**src/rtl/register_file_pkg.sv**
```systemverilog
// Shared constants and helpers for the architectural register file.
package register_file_pkg;

   localparam int REG_ADDR_W = 5;
   localparam int DATA_W     = 32;
   localparam int REG_COUNT  = 32;
   localparam int CNT_W      = 16;

   localparam logic [REG_ADDR_W-1:0] ZERO_REG = 5'd0;
   localparam logic [REG_ADDR_W-1:0] LINK_REG = 5'd31;

   // Saturating increment for the committed-write counter.
   function automatic logic [CNT_W-1:0] sat_inc(input logic [CNT_W-1:0] v);
      return (v == {CNT_W{1'b1}}) ? v : v + {{(CNT_W-1){1'b0}}, 1'b1};
   endfunction

endpackage

```
**src/rtl/regfile_bypass.sv**
```systemverilog
// One read port: forwards the in-flight write-back data when the read address
// matches a write that will commit this edge, otherwise passes array contents.
module regfile_bypass
   import register_file_pkg::*;
#(
   parameter int DATA_W = register_file_pkg::DATA_W
) (
   input  logic [REG_ADDR_W-1:0] rd_addr,
   input  logic [DATA_W-1:0]     arr_data,
   input  logic                  wr_valid,
   input  logic [REG_ADDR_W-1:0] wr_addr,
   input  logic [DATA_W-1:0]     wr_data,
   output logic [DATA_W-1:0]     rd_data
);

   logic w_hit;

   // wr_valid already excludes register 0, so r0 never picks up forwarded data.
   assign w_hit   = wr_valid && (rd_addr == wr_addr);
   assign rd_data = w_hit ? wr_data : arr_data;

endmodule

```
**src/rtl/register_file.sv**
```systemverilog
// Architectural register file: two bypassed read ports, one unbypassed debug
// read port, one write-back port and a saturating committed-write counter.
module register_file
   import register_file_pkg::*;
#(
   parameter int DATA_W    = register_file_pkg::DATA_W,
   parameter int REG_COUNT = register_file_pkg::REG_COUNT
) (
   input  logic                  clk,
   input  logic                  rst,
   input  logic [REG_ADDR_W-1:0] rs_addr,
   input  logic [REG_ADDR_W-1:0] rt_addr,
   output logic [DATA_W-1:0]     rs_data,
   output logic [DATA_W-1:0]     rt_data,
   input  logic                  wr_en,
   input  logic [REG_ADDR_W-1:0] wr_addr,
   input  logic [DATA_W-1:0]     wr_data,
   input  logic [REG_ADDR_W-1:0] dbg_addr,
   output logic [DATA_W-1:0]     dbg_data,
   output logic [CNT_W-1:0]      wr_count
);

   logic [DATA_W-1:0] r_regs [REG_COUNT];
   logic [CNT_W-1:0]  r_wr_count;

   logic              w_wr_commit;
   logic [DATA_W-1:0] w_rs_arr;
   logic [DATA_W-1:0] w_rt_arr;

   // Register 0 and addresses beyond REG_COUNT read as zero.
   function automatic logic [DATA_W-1:0] arr_rd(input logic [REG_ADDR_W-1:0] a);
      if (a == ZERO_REG || int'(a) >= REG_COUNT) return '0;
      return r_regs[a];
   endfunction

   assign w_wr_commit = wr_en && (wr_addr != ZERO_REG) && (int'(wr_addr) < REG_COUNT);

   assign w_rs_arr = arr_rd(rs_addr);
   assign w_rt_arr = arr_rd(rt_addr);
   assign dbg_data = arr_rd(dbg_addr);
   assign wr_count = r_wr_count;

   regfile_bypass #(.DATA_W(DATA_W)) u_rs_bypass (
      .rd_addr  (rs_addr),
      .arr_data (w_rs_arr),
      .wr_valid (w_wr_commit),
      .wr_addr  (wr_addr),
      .wr_data  (wr_data),
      .rd_data  (rs_data)
   );

   regfile_bypass #(.DATA_W(DATA_W)) u_rt_bypass (
      .rd_addr  (rt_addr),
      .arr_data (w_rt_arr),
      .wr_valid (w_wr_commit),
      .wr_addr  (wr_addr),
      .wr_data  (wr_data),
      .rd_data  (rt_data)
   );

   // Reset wins over a same-cycle write; the write is neither stored nor counted.
   always_ff @(posedge clk) begin
      if (rst) begin
         for (int i = 0; i < REG_COUNT; i++) r_regs[i] <= '0;
         r_wr_count <= '0;
      end else if (w_wr_commit) begin
         r_regs[wr_addr] <= wr_data;
         r_wr_count      <= sat_inc(r_wr_count);
      end
   end

endmodule

```
**config.mk**
```make
export PLATFORM = sky130hd
export DESIGN_NAME = register_file
export DESIGN_NICKNAME = d
export VERILOG_FILES = /design/src/rtl/register_file_pkg.sv /design/src/rtl/regfile_bypass.sv /design/src/rtl/register_file.sv
export SDC_FILE = /design/constraint.sdc
export NUM_CORES = 2
export LEC_CHECK = 0
export BUFFER_PORTS_ARGS = -buffer_cell sky130_fd_sc_hd__buf_2
export CAP_MARGIN = 20
export CORE_MARGIN = 2
export CORE_UTILIZATION = 61
export CTS_CLUSTER_SIZE = 40
export DETAILED_ROUTE_END_ITERATION = 6
export HOLD_SLACK_MARGIN = 0.08
export PLACE_DENSITY = 0.74
export SETUP_SLACK_MARGIN = 0.2
export SYNTH_ARGS = -nofsm -noshare
export SYNTH_HDL_FRONTEND = slang
export SYNTH_SLANG_ARGS = --single-unit
```
**constraint.sdc**
```tcl
create_clock -name clk -period 4.1 [get_ports clk]
set_input_delay 0.82 -clock clk [delete_from_list [all_inputs] [get_ports clk]]
set_output_delay 0.82 -clock clk [all_outputs]
set_load 0.05 [all_outputs]
```
==> flow_metrics.env <==
export IMPL_r2r_setup_slack_ns=2.08
export IMPL_drc=25
export IMPL_fin_crit_ns=3.97
export IMPL_drv_slew=0
export IMPL_seq_power_share_pct=44.9
export IMPL_viasPerCell=7.76
export IMPL_fin_cells=5779
export IMPL_layout_drive_gt1_share_pct=37.2
export IMPL_hold_violations=0
export IMPL_whs_path_depth=2
export IMPL_worstReg2RegStart="wr_count[0]"
export IMPL_syn_area_per_cell_um2=15.3
export IMPL_dieWidth_um=327
export IMPL_worst_ep_required_time_ns=3.28
export IMPL_initial_utilization_pct=61.4
export IMPL_p_int_mw=20.4
export IMPL_netlist_area_um2=63500
export IMPL_grt_start_max_net_pins=58
export IMPL_final_antenna_net_count=0
export IMPL_worstSetupStartpointType="input port"
export IMPL_clock_skew_ns=0.00220
export IMPL_reg2regPathDepth=7
export IMPL_min_to="wr_count[9]"
export IMPL_p_sw_share_pct=28.1
export IMPL_cts_tree="yes"
export IMPL_slowest_stage="or3_1"
export IMPL_p_leak_nw=25.1
export IMPL_vias=44858
export IMPL_wl_um=228000
export IMPL_die_y_um=327
export IMPL_maxSlewHeadroom_pct=29.3
export IMPL_grt_pass1_vias=44038
export IMPL_grt_pass1_wl_um=318000
export IMPL_grt_use_total_pct=42.6
export IMPL_port_buffers=166
export IMPL_async_flop_share_pct=0
export IMPL_fin_nets=4353
export IMPL_crit_chain="buf_2, or3_1, o311ai_2, o21ai_4, buf_12, nor3_2, a22o_1, clkbuf_4"
export IMPL_placedCellCount=5547
export IMPL_first_iter_violations=8711
export IMPL_area_growth_syn_to_layout_pct=14.1
export IMPL_power_frac_comb_pct=19.3
export IMPL_io_pins=167
export IMPL_synth_cell_types=52
export IMPL_critical_path_class="input port to output port"
export IMPL_min_period_over_period_pct=96.7
export IMPL_synthTopCellsByArea="edfxtp_1 48%, mux4_2 29%, and2_1 9.8%"
export IMPL_p_sw_mw=7.96
export IMPL_max_cap_violations=0
export IMPL_die_area_um2=107000
export IMPL_synth_top_area_share_pct=48.4
export IMPL_r2r_end="wr_count[7]"
export IMPL_hold_start="wr_count[9]"
export IMPL_synth_edf_count=1024
export IMPL_fmax_mhz=252
export IMPL_cp_max_fo=20
export IMPL_fin_util_pct=70.1
export IMPL_end_kind="output port"
export IMPL_p_clk_share_pct=35.9
export IMPL_path_clk_slew_ns=0.06
export IMPL_synth_main_ff_cell="edfxtp_1"
export IMPL_p_total_mw=28.4
export IMPL_cts_root_buf="clkbuf_16"
export IMPL_seq_area_frac_synth_pct=48.9
export IMPL_synth_cells=4144
export IMPL_post_dp_hpwl_um=141000
export IMPL_finalSetupViolCount=0
export IMPL_htree_levels=3
export IMPL_wire_per_inst_um=39.4
export IMPL_cts_buffers=111
export IMPL_drt_pass1_iterations=7
export IMPL_arrival_ns=3.15
export IMPL_powerDensity_nw_per_um2=392
export IMPL_place_congestion=0.982
export IMPL_yosys_register_bits=1040
export IMPL_core_area_um2=103000
export IMPL_placementRows=118
export IMPL_violations="DRC"
export IMPL_status="complete, but fails checks"
export IMPL_clockBufferDepth=3
export IMPL_critPathMaxStageDelay_ns=0.43
export IMPL_clkLatencyLatePin_ns=0.71
export IMPL_antenna_found_initial=16
export IMPL_tightestPinTransition_ns=1.06
export IMPL_cts_sink_count=1040
export IMPL_ys_warnings_count=0
export IMPL_postCtsHoldBufs=0
export IMPL_ir_drop_uv=376
export IMPL_min_path_type="flip-flop to flip-flop"
export IMPL_yosys_area_top_type="edfxtp_1"
export IMPL_rsz0062_at_grt="yes"
export IMPL_gr_total_overflow=0
==> cells by family (layout without fill, tap and decap cells) <==
family          after synthesis  in the layout  share of synthesized area [%]
buf+inv                     510            728                           3.39
other cells                   1             38                        0.00591
simple gates               1266           1266                           11.9
fa+ha+maj                     1              1                         0.0197
flops                      1040           1040                           48.9
xor+xnor                     24             24                          0.331
mux                         971            971                           31.8
compound gates              331            331                           3.65
==> repair_timing <==
action	CTS	global route
resized for setup	27	69
setup endpoints to repair	35	62
setup buffers	0	5
pin swaps	0	1
cloned	2	9
==> through the flow <==
step	worst slack (ns)	setup TNS (ns)	instance area [µm²]	hold slack (ns)
2_1_floorplan	0.445	0	63600	0.724
3_3_place_gp	-0.174	-1.01	68100	0.496
3_5_place_dp	-0.204	-1.08	68100	0.514
4_1_cts	0.128	0	71900	0.522
5_1_grt	0.131	0	72400	0.544
6_report	0.135	0	72400	0.525
==> worst max-delay path, delay by kind of cell <==
kind | cells | cell delay (ns)
AO/OA/AOI/OAI | 3 | 0.85
buffers and inverters | 3 | 0.63
AND/OR/NAND/NOR | 2 | 0.79
==> area by class of cell <==
cell class | instances | area, µm²
sequential | 1040 | 31100
fill | 6708 | 30900
multi-input combinational | 2625 | 30800
timing repair buffer | 482 | 5100
clock buffer | 138 | 2950
tap | 1380 | 1730
clock inverter | 71 | 666
inverter | 37 | 139
antenna | 6 | 15.0
==> power groups by stage <==
stage          clock [mW]  sequential, mW  combinational, mW
2_1_floorplan           0            12.7               3.33
3_3_place_gp            0            12.8               5.14
3_5_place_dp            0            12.9               5.17
4_1_cts              10.2            12.7               5.23
5_1_grt              10.6            12.8               5.54
6_report             10.2            12.7               5.47
==> synthesized netlist by cell type (all sizes together), types with 16 or more instances <==
library cell / count
clkbuf: 297
mux2i: 91
nor3: 34
o21ai: 66
or2: 32
nor2b: 18
inv: 37
edfxtp: 1024
buf: 176
mux4: 831
o211ai: 31
a211oi: 17
dfxtp: 16
mux2: 49
xnor2: 22
nor2: 72
a21oi: 21
a32o: 32
o22ai: 107
nand2: 75
and2: 993
a22o: 31
==> cells in the final DEF, fill, tap and decap left out, drive strengths merged, types with 4 or more instances in the layout <==
master	n
dfxtp	16
nand3	11
xnor2	22
bufinv	11
nor3	34
nor2b	18
clkbuf	155
or3	5
clkinvlp	4
diode	6
nor2	72
a22o	31
o211ai	31
o221ai	14
a21oi	21
nand2	75
a32o	32
mux2	49
buf	463
nand3b	9
o22ai	107
or2	32
o21ai	66
a211oi	17
mux4	831
nand4	4
inv	42
nor4	5
a2111oi	4
clkinv	51
edfxtp	1024
conb	32
and2	993
mux2i	91
==> registers in the layout, summed over array words and instances (netlist names) <==
register	cells
r_regs	1024
wr_count	16
==> per-layer routing <==
metal	vias to the layer above	part of all wire, %	global-route usage, %
met4	16	7.1	25.4
met2	4593	44	61.8
met3	921	17	15.4
li1	16811	-	-
met1	22517	32	55.5
met5	-	0.086	0
==> how the worst max path moves through the flow <==
stage | start | endpoint | depth (start not counted)
finish | wr_addr[2] | rs_data[29] | 8
global route | rt_addr[0] | rt_data[29] | 8
CTS | rs_addr[0] | rs_data[18] | 9
detailed placement | wr_addr[2] | rs_data[1] | 8
global placement | wr_addr[2] | rs_data[4] | 8
floorplan | dbg_addr[0] | dbg_data[0] | 7
(Power assumes the default switching activity.)
